**config.mk**
```make
export PLATFORM = sky130hd
export DESIGN_NAME = tetris_input_ctrl
export DESIGN_NICKNAME = d
export VERILOG_FILES = /design/src/rtl/tetris_pkg.sv /design/src/rtl/btn_conditioner.sv /design/src/rtl/tetris_input_ctrl.sv
export SDC_FILE = /design/constraint.sdc
export NUM_CORES = 1
export LEC_CHECK = 0
export BUFFER_PORTS_ARGS = -buffer_cell sky130_fd_sc_hd__clkbuf_2
export CORE_MARGIN = 8
export CORE_UTILIZATION = 64
export CTS_CLUSTER_DIAMETER = 80
export DETAILED_ROUTE_END_ITERATION = 10
export GPL_TIMING_DRIVEN = 0
export HOLD_SLACK_MARGIN = 0.03
export PLACE_DENSITY = 0.8
export SLEW_MARGIN = 30
export SYNTH_ARGS = -nofsm -noshare
export SYNTH_HDL_FRONTEND = slang
export SYNTH_SLANG_ARGS = --single-unit
```
**constraint.sdc**
```tcl
create_clock -name clk -period 2.5 [get_ports clk]
set_input_delay 0.25 -clock clk [delete_from_list [all_inputs] [get_ports clk]]
set_output_delay 0.25 -clock clk [all_outputs]
set_load 0.05 [all_outputs]
```
**src/rtl/tetris_pkg.sv**
```systemverilog
// Shared types for the tetris input controller: command codes, button
// indices, FSM state encodings and the issue-priority helper.
package tetris_pkg;

  // Command codes seen by the game core. The code value equals the button
  // index, so a pending-flag vector can be indexed directly by a code.
  typedef enum logic [1:0] {
    CTRL_RIGHT  = 2'b00,
    CTRL_DOWN   = 2'b01,
    CTRL_LEFT   = 2'b10,
    CTRL_ROTATE = 2'b11
  } ctrl_e;

  // Bit positions inside btn_raw and the pending-flag vector
  localparam int BTN_RIGHT  = 0;
  localparam int BTN_DOWN   = 1;
  localparam int BTN_LEFT   = 2;
  localparam int BTN_ROTATE = 3;

  // Issue FSM states
  typedef enum logic [1:0] {
    ISS_IDLE = 2'b00,
    ISS_FIRE = 2'b01,
    ISS_GAP  = 2'b10
  } issue_state_e;

  // Per-button repeat FSM states
  typedef enum logic [1:0] {
    REP_RELEASED = 2'b00,
    REP_DELAY    = 2'b01,
    REP_REPEAT   = 2'b10,
    REP_HELD     = 2'b11
  } rep_state_e;

  // Highest-priority pending command: rotate > left > right > down.
  // Callers only use the result when at least one flag is set.
  function automatic ctrl_e pick_cmd(input logic [3:0] flags);
    ctrl_e cmd;
    if (flags[BTN_ROTATE]) begin
      cmd = CTRL_ROTATE;
    end else if (flags[BTN_LEFT]) begin
      cmd = CTRL_LEFT;
    end else if (flags[BTN_RIGHT]) begin
      cmd = CTRL_RIGHT;
    end else begin
      cmd = CTRL_DOWN;
    end
    return cmd;
  endfunction

endpackage

```
**src/rtl/btn_conditioner.sv**
```systemverilog
// One push-button: 2-FF synchronizer, debounce counter and repeat FSM.
// event_o is a single-cycle request toward the pending flags.
module btn_conditioner
  import tetris_pkg::*;
#(
  parameter int unsigned DEBOUNCE_CYC = 1000000,
  parameter int unsigned REPEAT_DELAY = 30000000,
  parameter int unsigned REPEAT_RATE  = 8000000,
  parameter bit          REPEAT_EN    = 1'b1
) (
  input  logic clk,
  input  logic reset_n,
  input  logic btn_raw_i,
  output logic event_o
);

  localparam int unsigned DW      = $clog2(DEBOUNCE_CYC + 1);
  localparam int unsigned REP_MAX = (REPEAT_DELAY > REPEAT_RATE) ? REPEAT_DELAY : REPEAT_RATE;
  localparam int unsigned RW      = $clog2(REP_MAX + 1);
  localparam logic [DW-1:0] DEB_LAST   = DW'(DEBOUNCE_CYC - 1);
  localparam logic [RW-1:0] DELAY_LAST = RW'(REPEAT_DELAY - 1);
  localparam logic [RW-1:0] RATE_LAST  = RW'(REPEAT_RATE - 1);

  logic [1:0]    sync_q;
  logic          deb_q, deb_d;
  logic [DW-1:0] deb_cnt_q, deb_cnt_d;
  rep_state_e    rep_state_q, rep_state_d;
  logic [RW-1:0] rep_cnt_q, rep_cnt_d;
  logic          event_s;

  // Bring the asynchronous button into the clock domain
  always_ff @(posedge clk or negedge reset_n) begin
    if (!reset_n) begin
      sync_q <= 2'b00;
    end else begin
      sync_q <= {sync_q[0], btn_raw_i};
    end
  end

  // Debounce: flip only after DEBOUNCE_CYC consecutive differing cycles
  always_comb begin
    deb_d     = deb_q;
    deb_cnt_d = '0;
    if (sync_q[1] != deb_q) begin
      if (deb_cnt_q == DEB_LAST) begin
        deb_d     = sync_q[1];
        deb_cnt_d = '0;
      end else begin
        deb_cnt_d = deb_cnt_q + DW'(1);
      end
    end else begin
      deb_cnt_d = '0;
    end
  end

  // Debounce and repeat state registers
  always_ff @(posedge clk or negedge reset_n) begin
    if (!reset_n) begin
      deb_q       <= 1'b0;
      deb_cnt_q   <= '0;
      rep_state_q <= REP_RELEASED;
      rep_cnt_q   <= '0;
    end else begin
      deb_q       <= deb_d;
      deb_cnt_q   <= deb_cnt_d;
      rep_state_q <= rep_state_d;
      rep_cnt_q   <= rep_cnt_d;
    end
  end

  // Repeat FSM next state; a debounced release always wins
  always_comb begin
    rep_state_d = rep_state_q;
    rep_cnt_d   = rep_cnt_q;
    case (rep_state_q)
      REP_RELEASED: begin
        rep_cnt_d = '0;
        if (deb_q) begin
          rep_state_d = REPEAT_EN ? REP_DELAY : REP_HELD;
        end else begin
          rep_state_d = REP_RELEASED;
        end
      end
      REP_DELAY: begin
        if (!deb_q) begin
          rep_state_d = REP_RELEASED;
          rep_cnt_d   = '0;
        end else if (rep_cnt_q == DELAY_LAST) begin
          rep_state_d = REP_REPEAT;
          rep_cnt_d   = '0;
        end else begin
          rep_cnt_d = rep_cnt_q + RW'(1);
        end
      end
      REP_REPEAT: begin
        if (!deb_q) begin
          rep_state_d = REP_RELEASED;
          rep_cnt_d   = '0;
        end else if (rep_cnt_q == RATE_LAST) begin
          rep_cnt_d = '0;
        end else begin
          rep_cnt_d = rep_cnt_q + RW'(1);
        end
      end
      REP_HELD: begin
        rep_cnt_d = '0;
        if (!deb_q) begin
          rep_state_d = REP_RELEASED;
        end else begin
          rep_state_d = REP_HELD;
        end
      end
      default: begin
        rep_state_d = REP_RELEASED;
        rep_cnt_d   = '0;
      end
    endcase
  end

  // Repeat FSM output: press event, first repeat, later repeats
  always_comb begin
    event_s = 1'b0;
    case (rep_state_q)
      REP_RELEASED: event_s = deb_q;
      REP_DELAY:    event_s = deb_q && (rep_cnt_q == DELAY_LAST);
      REP_REPEAT:   event_s = deb_q && (rep_cnt_q == RATE_LAST);
      REP_HELD:     event_s = 1'b0;
      default:      event_s = 1'b0;
    endcase
  end

  assign event_o = event_s;

endmodule

```
**src/rtl/tetris_input_ctrl.sv**
```systemverilog
// Command initiator for the tetris core: four conditioned buttons plus a
// gravity timer feed one pending flag per command; an issue FSM fires one
// strobe at a time and then holds off for CMD_GAP idle cycles.
module tetris_input_ctrl
  import tetris_pkg::*;
#(
  parameter int unsigned DEBOUNCE_CYC = 1000000,
  parameter int unsigned REPEAT_DELAY = 30000000,
  parameter int unsigned REPEAT_RATE  = 8000000,
  parameter int unsigned GRAVITY_CYC  = 50000000,
  parameter int unsigned CMD_GAP      = 256
) (
  input  logic       clk,
  input  logic       reset_n,
  input  logic [3:0] btn_raw,
  input  logic       gravity_en,
  output logic       ctrl_valid,
  output logic [1:0] ctrl
);

  localparam int unsigned GW = $clog2(GRAVITY_CYC + 1);
  localparam int unsigned PW = $clog2(CMD_GAP + 1);
  localparam logic [GW-1:0] GRAV_LAST = GW'(GRAVITY_CYC - 1);
  localparam logic [PW-1:0] GAP_LOAD  = PW'(CMD_GAP);

  logic [3:0]    btn_evt_s;
  logic [3:0]    evt_all_s;
  logic          grav_evt_s, grav_restart_s;
  logic [GW-1:0] grav_cnt_q, grav_cnt_d;
  logic [3:0]    flag_q, flag_d;
  logic          down_man_q, down_man_d;
  logic [3:0]    issue_mask_s;
  issue_state_e  state_q, state_d;
  logic [PW-1:0] gap_q, gap_d;
  ctrl_e         ctrl_q, ctrl_d;
  logic          ctrl_valid_q, ctrl_valid_d;

  for (genvar gi = 0; gi < 4; gi++) begin : g_btn
    btn_conditioner #(
      .DEBOUNCE_CYC (DEBOUNCE_CYC),
      .REPEAT_DELAY (REPEAT_DELAY),
      .REPEAT_RATE  (REPEAT_RATE),
      .REPEAT_EN    (gi != BTN_ROTATE)
    ) u_btn (
      .clk       (clk),
      .reset_n   (reset_n),
      .btn_raw_i (btn_raw[gi]),
      .event_o   (btn_evt_s[gi])
    );
  end

  // A down command restarts gravity in the cycle its strobe is on the wire
  assign grav_restart_s = (state_q == ISS_FIRE) && (ctrl_q == CTRL_DOWN);

  // Gravity timer: held at zero when disabled, restarted by any down strobe;
  // a tick coinciding with a restart is dropped since a down just went out
  always_comb begin
    grav_cnt_d = grav_cnt_q;
    grav_evt_s = 1'b0;
    if (!gravity_en) begin
      grav_cnt_d = '0;
    end else if (grav_restart_s) begin
      grav_cnt_d = '0;
    end else if (grav_cnt_q == GRAV_LAST) begin
      grav_cnt_d = '0;
      grav_evt_s = 1'b1;
    end else begin
      grav_cnt_d = grav_cnt_q + GW'(1);
    end
  end

  assign evt_all_s = btn_evt_s | {2'b00, grav_evt_s, 1'b0};

  // Pending flags: set-wins-over-issue merging; disabling gravity drops a
  // down request only when no manual down contributed to it
  always_comb begin
    flag_d     = (flag_q & ~issue_mask_s) | evt_all_s;
    down_man_d = (down_man_q & ~issue_mask_s[BTN_DOWN]) | btn_evt_s[BTN_DOWN];
    if (!gravity_en && !down_man_d) begin
      flag_d[BTN_DOWN] = 1'b0;
    end else begin
      flag_d[BTN_DOWN] = flag_d[BTN_DOWN];
    end
  end

  // Issue FSM state register
  always_ff @(posedge clk or negedge reset_n) begin
    if (!reset_n) begin
      state_q <= ISS_IDLE;
    end else begin
      state_q <= state_d;
    end
  end

  // Issue FSM next state
  always_comb begin
    state_d = state_q;
    case (state_q)
      ISS_IDLE: begin
        if (|flag_q) begin
          state_d = ISS_FIRE;
        end else begin
          state_d = ISS_IDLE;
        end
      end
      ISS_FIRE: state_d = ISS_GAP;
      ISS_GAP: begin
        if ((gap_q == PW'(1)) || (gap_q == '0)) begin
          state_d = ISS_IDLE;
        end else begin
          state_d = ISS_GAP;
        end
      end
      default: state_d = ISS_IDLE;
    endcase
  end

  // Issue FSM outputs: pick and clear a flag, arm the strobe, run the gap
  always_comb begin
    issue_mask_s = 4'b0000;
    ctrl_d       = ctrl_q;
    ctrl_valid_d = 1'b0;
    gap_d        = gap_q;
    case (state_q)
      ISS_IDLE: begin
        if (|flag_q) begin
          ctrl_d       = pick_cmd(flag_q);
          issue_mask_s = 4'b0001 << ctrl_d;
          ctrl_valid_d = 1'b1;
        end else begin
          ctrl_d = ctrl_q;
        end
      end
      ISS_FIRE: gap_d = GAP_LOAD;
      ISS_GAP: begin
        if (gap_q != '0) begin
          gap_d = gap_q - PW'(1);
        end else begin
          gap_d = '0;
        end
      end
      default: gap_d = '0;
    endcase
  end

  // Datapath registers; ctrl_valid is registered so it is high exactly in FIRE
  always_ff @(posedge clk or negedge reset_n) begin
    if (!reset_n) begin
      grav_cnt_q   <= '0;
      flag_q       <= 4'b0000;
      down_man_q   <= 1'b0;
      gap_q        <= '0;
      ctrl_q       <= CTRL_RIGHT;
      ctrl_valid_q <= 1'b0;
    end else begin
      grav_cnt_q   <= grav_cnt_d;
      flag_q       <= flag_d;
      down_man_q   <= down_man_d;
      gap_q        <= gap_d;
      ctrl_q       <= ctrl_d;
      ctrl_valid_q <= ctrl_valid_d;
    end
  end

  assign ctrl_valid = ctrl_valid_q;
  assign ctrl       = ctrl_q;

endmodule

```
==> results.md <==
Global route:
- The remaining global-route overflow is 0.
- Entering global routing, the biggest net connects 80 pins.
- The via count of the first global-routing pass is 9025.
- The number of antenna violations at the first check in global routing is 0.
- The first global-routing pass estimated 41210 µm of wire.
- The overall global routing resource usage is 0.1995.

Clock network:
- After clock tree synthesis, the clock-pin slew on the worst setup and hold paths is 0.06 ns.
- The source-to-sink clock delay at the later pin of the worst-skew pair is 0.51 ns.
- The H-tree depth is 1.
- The CTS tree is done.
- Clock tree synthesis inserted a total of 26 buffers.
- In this run the deepest clock path goes through 3 buffers.
- The number of buffers inserted to repair setup after CTS is 0.
- The root buffer selected by CTS is sky130_fd_sc_hd__clkbuf_16.
- Clock tree synthesis found a total of 244 sinks.

Routing:
- The final routed DRC violation total is 0.
- The routed wire length is 23400 µm.
- For this block, the via count after detailed routing is 9141.
- Dividing the detail-routed wire length by the instance count gives 14.67 µm.
- The number of detailed-route iterations in the first pass is 5.
- In this run the remaining antenna-violating nets after routing total 0.
- The number of DRC markers in iteration 0 is 472.
- In the routed layout, each cell is associated on average with a via count of 5.731.

Setup path:
- The highest cell delay on the worst timing path is 0.48 ns.
- The reg-to-reg critical path startpoint is g_btn[0].u_btn.rep_cnt_q[0].
- The logic depth of the worst register-to-register path is 7.
- The endpoint identified for the worst register-to-register timing path is g_btn[0].u_btn.rep_cnt_q[5].
- The required time at the endpoint of the critical path is 2.90 ns.
- The type of the worst setup path is reg -> reg.
- Traced cell by cell, the critical path runs through ha_1 -> nand4_4 -> or2_2 -> o41a_1 -> o22ai_4 -> buf_4 -> nor2_1.
- The slowest stage of the critical path belongs to the cell sky130_fd_sc_hd__o41a_1.
- The setup slack of the worst register-to-register path is 0.16 ns.
- The critical path arrival is 2.73 ns.
- The start point of the critical path is g_btn[0].u_btn.rep_cnt_q[0].
- The maximum fanout along the worst path is 10.
- The type of element launching the critical path is a flop.
- STA classifies the critical path endpoint as a flop.

Yosys:
- A synthesized cell averages 9.713 µm².
- In this run the cell area of the synthesized design comes to 0.01235 mm².
- The number of nets handed over by synthesis was 1313.
- The share of Yosys cell area claimed by the top area cell type is 0.4942.
- Synthesis handed over a netlist of 1272 instances.
- The proportion of register bits with asynchronous set or reset after synthesis is 1.000.
- The number of distinct standard cells referenced by the synthesized netlist is 63.
- In the synthesized netlist the dominant register cell turns out to be sky130_fd_sc_hd__dfrtp_1.
- In this run, synthesis inferred 0 flip-flops with an integrated enable.
- By area the synthesized netlist is led by sky130_fd_sc_hd__dfrtp_1, sky130_fd_sc_hd__nor2_1, sky130_fd_sc_hd__xor2_1.
- The leading area contributor after synthesis is sky130_fd_sc_hd__dfrtp_1.
- The synthesized design contains 244 register bits.
- For this run, the register share of the synthesized area comes to 0.4942.
- For this run, the number of Yosys warnings is 0.

Placement:
- The congestion estimate from routability-driven global placement came to 0.8547.
- The number of port buffers is 9.
- At the placement stage, the worst setup path has a slack of 0.08291 ns.
- Summed over all nets, the half-perimeter wirelength after detailed placement is 15640 µm.
- The number of placed cells counting well taps is 1549.

STA:
- The post-route worst hold slack is 0.2112 ns.
- Of the available clock period, the critical path in the final layout requires 0.9355.
- The worst pin sits at a relative slew slack of 0.3648.
- Setup repair after global routing left no endpoint under its margin.
- The actual transition at the worst max-transition pin is 0.9441 ns.
- Static timing analysis puts the maximum clock frequency at 427.6 MHz.
- The final hold violation count was 0.
- Across the routed clock network, the largest skew measured is 0.006754 ns.
- In the post-route analysis, the smallest setup slack over all paths is 0.1613 ns.
- The number of pins exceeding their max-slew limit in the final report came to 0.
- Setup violations remaining at the end of the flow were counted as 0.
- The time the final worst path needs with I/O delays and setup is 2.339 ns.

Floorplanning:
- The effective utilization at floorplan is 0.6432.
- The overall die area is 0.02400 mm².
- The floorplan step set the die width to 154.9 µm.
- In this run the core area contains 51 standard-cell rows.
- The height of the die is 154.9 µm.
- For this design the top-level I/O count stands at 10.
- The floorplan step defined a core boundary enclosing 0.01921 mm².

Power and ir drop:
- The power density normalized to cell area is 560.3 mW/mm².
- The largest vdd supply drop is 497.0 µV.
- The leakage power is 0.005619 µW.

Layout:
- The number of antenna diodes in the final layout is 0.
- The share of final-layout standard cells stronger than drive strength 1 is 0.07143.
- The net total in the final layout is 1359.
- Relative to the synthesized area, the layout overhead comes to 10.85%.
- The non-filler instance count after layout is 1595.
- The final core utilization is 0.7130.

Worst hold path:
- The worst hold path belongs to the class in -> async.

Outcome:
- The run finished with clean final reports.

Run:
- Max-cap violations in this run came to 0.
==> flip-flops by register name, summed over array words and instances, names as in the netlist <==
name / cells
grav_cnt_q: 26
g_btn.u_btn.sync_q: 8
state_q: 1
g_btn.u_btn.rep_state_q: 8
ctrl: 2
g_btn.u_btn.deb_cnt_q: 80
ctrl_valid: 1
g_btn.u_btn.deb_q: 4
flag_q: 4
down_man_q: 1
g_btn.u_btn.rep_cnt_q: 100
gap_q: 9
==> cell families after synthesis <==
group           Yosys count  synth area share
flops                   244            0.4942
xor+xnor                189            0.1340
compound gates           63           0.03494
mux                      12           0.01013
fa+ha+maj                34           0.03443
simple gates            654            0.2659
buf+inv                  76           0.02643
==> through the flow <==
step / TNS (ns) / power (µW) / instance area (µm²)
6_report: 0 / 7672 / 13690
5_1_grt: 0 / 7960 / 13690
4_1_cts: 0 / 7765 / 13640
3_5_place_dp: 0 / 4271 / 12820
3_3_place_gp: -877.75 / 4249 / 12730
2_1_floorplan: 0 / 4145 / 12350
==> critical path: cells and delay by family, from the launching register on <==
family	cells	cell delay, ns
AO/OA/AOI/OAI	2	0.72
adder cells (fa/ha/maj)	1	0.27
flip-flops	1	0.39
AND/OR/NAND/NOR	3	0.62
buffers and inverters	1	0.22
==> power breakdown <==
part,internal [µW],switching (µW),leakage [µW]
clock,2040,1440,0.000372
sequential,3980,26.5,0.00338
combinational,58.1,137,0.00187
==> worst max-delay path by stage <==
| stage | end | slack (ns) | depth (start not counted) |
|---|---|---|---|
| 2_1_floorplan | g_btn[0].u_btn.rep_cnt_q[7] | 0.41 | 7 |
| 3_3_place_gp | g_btn[2].u_btn.deb_cnt_q[16] | -3.62 | 1 |
| 3_5_place_dp | g_btn[1].u_btn.rep_cnt_q[12] | 0.08 | 7 |
| 4_1_cts | g_btn[1].u_btn.rep_cnt_q[13] | 0.04 | 7 |
| 5_1_grt | g_btn[0].u_btn.deb_cnt_q[15] | 0.01 | 8 |
| 6_report | g_btn[0].u_btn.rep_cnt_q[5] | 0.16 | 7 |
==> timing repair <==
| action | CTS | global route |
|---|---|---|
| hold buffers | 6 | 0 |
| endpoints found under the hold margin | 94 | 0 |
| setup endpoints to repair | 0 | 59 |
| resized for setup | 0 | 6 |
==> synthesized netlist by cell type, types with 3 or more instances <==
| library cell | count |
|---|---|
| sky130_fd_sc_hd__a21oi_1 | 12 |
| sky130_fd_sc_hd__or3_1 | 4 |
| sky130_fd_sc_hd__or4b_1 | 3 |
| sky130_fd_sc_hd__nor4bb_1 | 3 |
| sky130_fd_sc_hd__xor2_1 | 99 |
| sky130_fd_sc_hd__mux2i_1 | 8 |
| sky130_fd_sc_hd__nor4b_1 | 9 |
| sky130_fd_sc_hd__nor4_1 | 31 |
| sky130_fd_sc_hd__xnor2_1 | 90 |
| sky130_fd_sc_hd__mux2_2 | 4 |
| sky130_fd_sc_hd__nand2_1 | 85 |
| sky130_fd_sc_hd__ha_1 | 34 |
| sky130_fd_sc_hd__and2_1 | 6 |
| sky130_fd_sc_hd__nor2_2 | 10 |
| sky130_fd_sc_hd__or2_2 | 7 |
| sky130_fd_sc_hd__nand3_1 | 87 |
| sky130_fd_sc_hd__nand2b_1 | 4 |
| sky130_fd_sc_hd__buf_4 | 4 |
| sky130_fd_sc_hd__nand4_1 | 52 |
| sky130_fd_sc_hd__or4_1 | 6 |
| sky130_fd_sc_hd__and3_1 | 30 |
| sky130_fd_sc_hd__dfrtp_1 | 244 |
| sky130_fd_sc_hd__clkbuf_1 | 18 |
| sky130_fd_sc_hd__a31oi_1 | 3 |
| sky130_fd_sc_hd__and4_1 | 21 |
| sky130_fd_sc_hd__o21ai_0 | 24 |
| sky130_fd_sc_hd__inv_1 | 44 |
| sky130_fd_sc_hd__nor2_1 | 246 |
| sky130_fd_sc_hd__nor3_1 | 32 |
| sky130_fd_sc_hd__buf_2 | 6 |
| sky130_fd_sc_hd__a21o_1 | 4 |
| sky130_fd_sc_hd__nand3b_1 | 4 |
==> area by class of cell <==
class	instances	area, µm²
Buffer	32	162.7
Inverter	44	165.2
Sequential cell	244	6106
Tap cell	265	331.6
Fill cell	1422	5513
Clock buffer	38	747.0
Multi-Input combinational cell	952	5976
Timing Repair Buffer	18	196.4
Clock inverter	2	10.01
==> cells in the final DEF (no fill, tap or decap), types with 6 or more instances in the layout <==
cell,Yosys,routed
sky130_fd_sc_hd__nor2_1,246,246
sky130_fd_sc_hd__dfrtp_1,244,244
sky130_fd_sc_hd__xor2_1,99,99
sky130_fd_sc_hd__xnor2_1,90,90
sky130_fd_sc_hd__nand3_1,87,87
sky130_fd_sc_hd__nand2_1,85,85
sky130_fd_sc_hd__nand4_1,52,52
sky130_fd_sc_hd__inv_1,44,44
sky130_fd_sc_hd__ha_1,34,34
sky130_fd_sc_hd__nor3_1,32,32
sky130_fd_sc_hd__and3_1,30,30
sky130_fd_sc_hd__nor4_1,31,27
sky130_fd_sc_hd__clkbuf_16,0,27
sky130_fd_sc_hd__clkbuf_1,18,25
sky130_fd_sc_hd__o21ai_0,24,24
sky130_fd_sc_hd__and4_1,21,21
sky130_fd_sc_hd__a21oi_1,12,12
sky130_fd_sc_hd__nor2_2,10,10
sky130_fd_sc_hd__nor4b_1,9,9
sky130_fd_sc_hd__clkbuf_2,0,9
sky130_fd_sc_hd__mux2i_1,8,8
sky130_fd_sc_hd__or2_2,7,7
sky130_fd_sc_hd__and2_1,6,6
sky130_fd_sc_hd__or4_1,6,6
sky130_fd_sc_hd__buf_2,6,6
sky130_fd_sc_hd__dlygate4sd3_1,0,6
==> routing by layer <==
metal / vias to the layer above / global-route usage / part of all wire
met5: - / 0 / 0
met4: 0 / 0.04760 / 0.013
met3: 31 / 0.02885 / 0.042
met2: 173 / 0.3370 / 0.49
met1: 4485 / 0.2677 / 0.45
li1: 4452 / - / -
No activity file was read; power rests on OpenSTA's default activity.
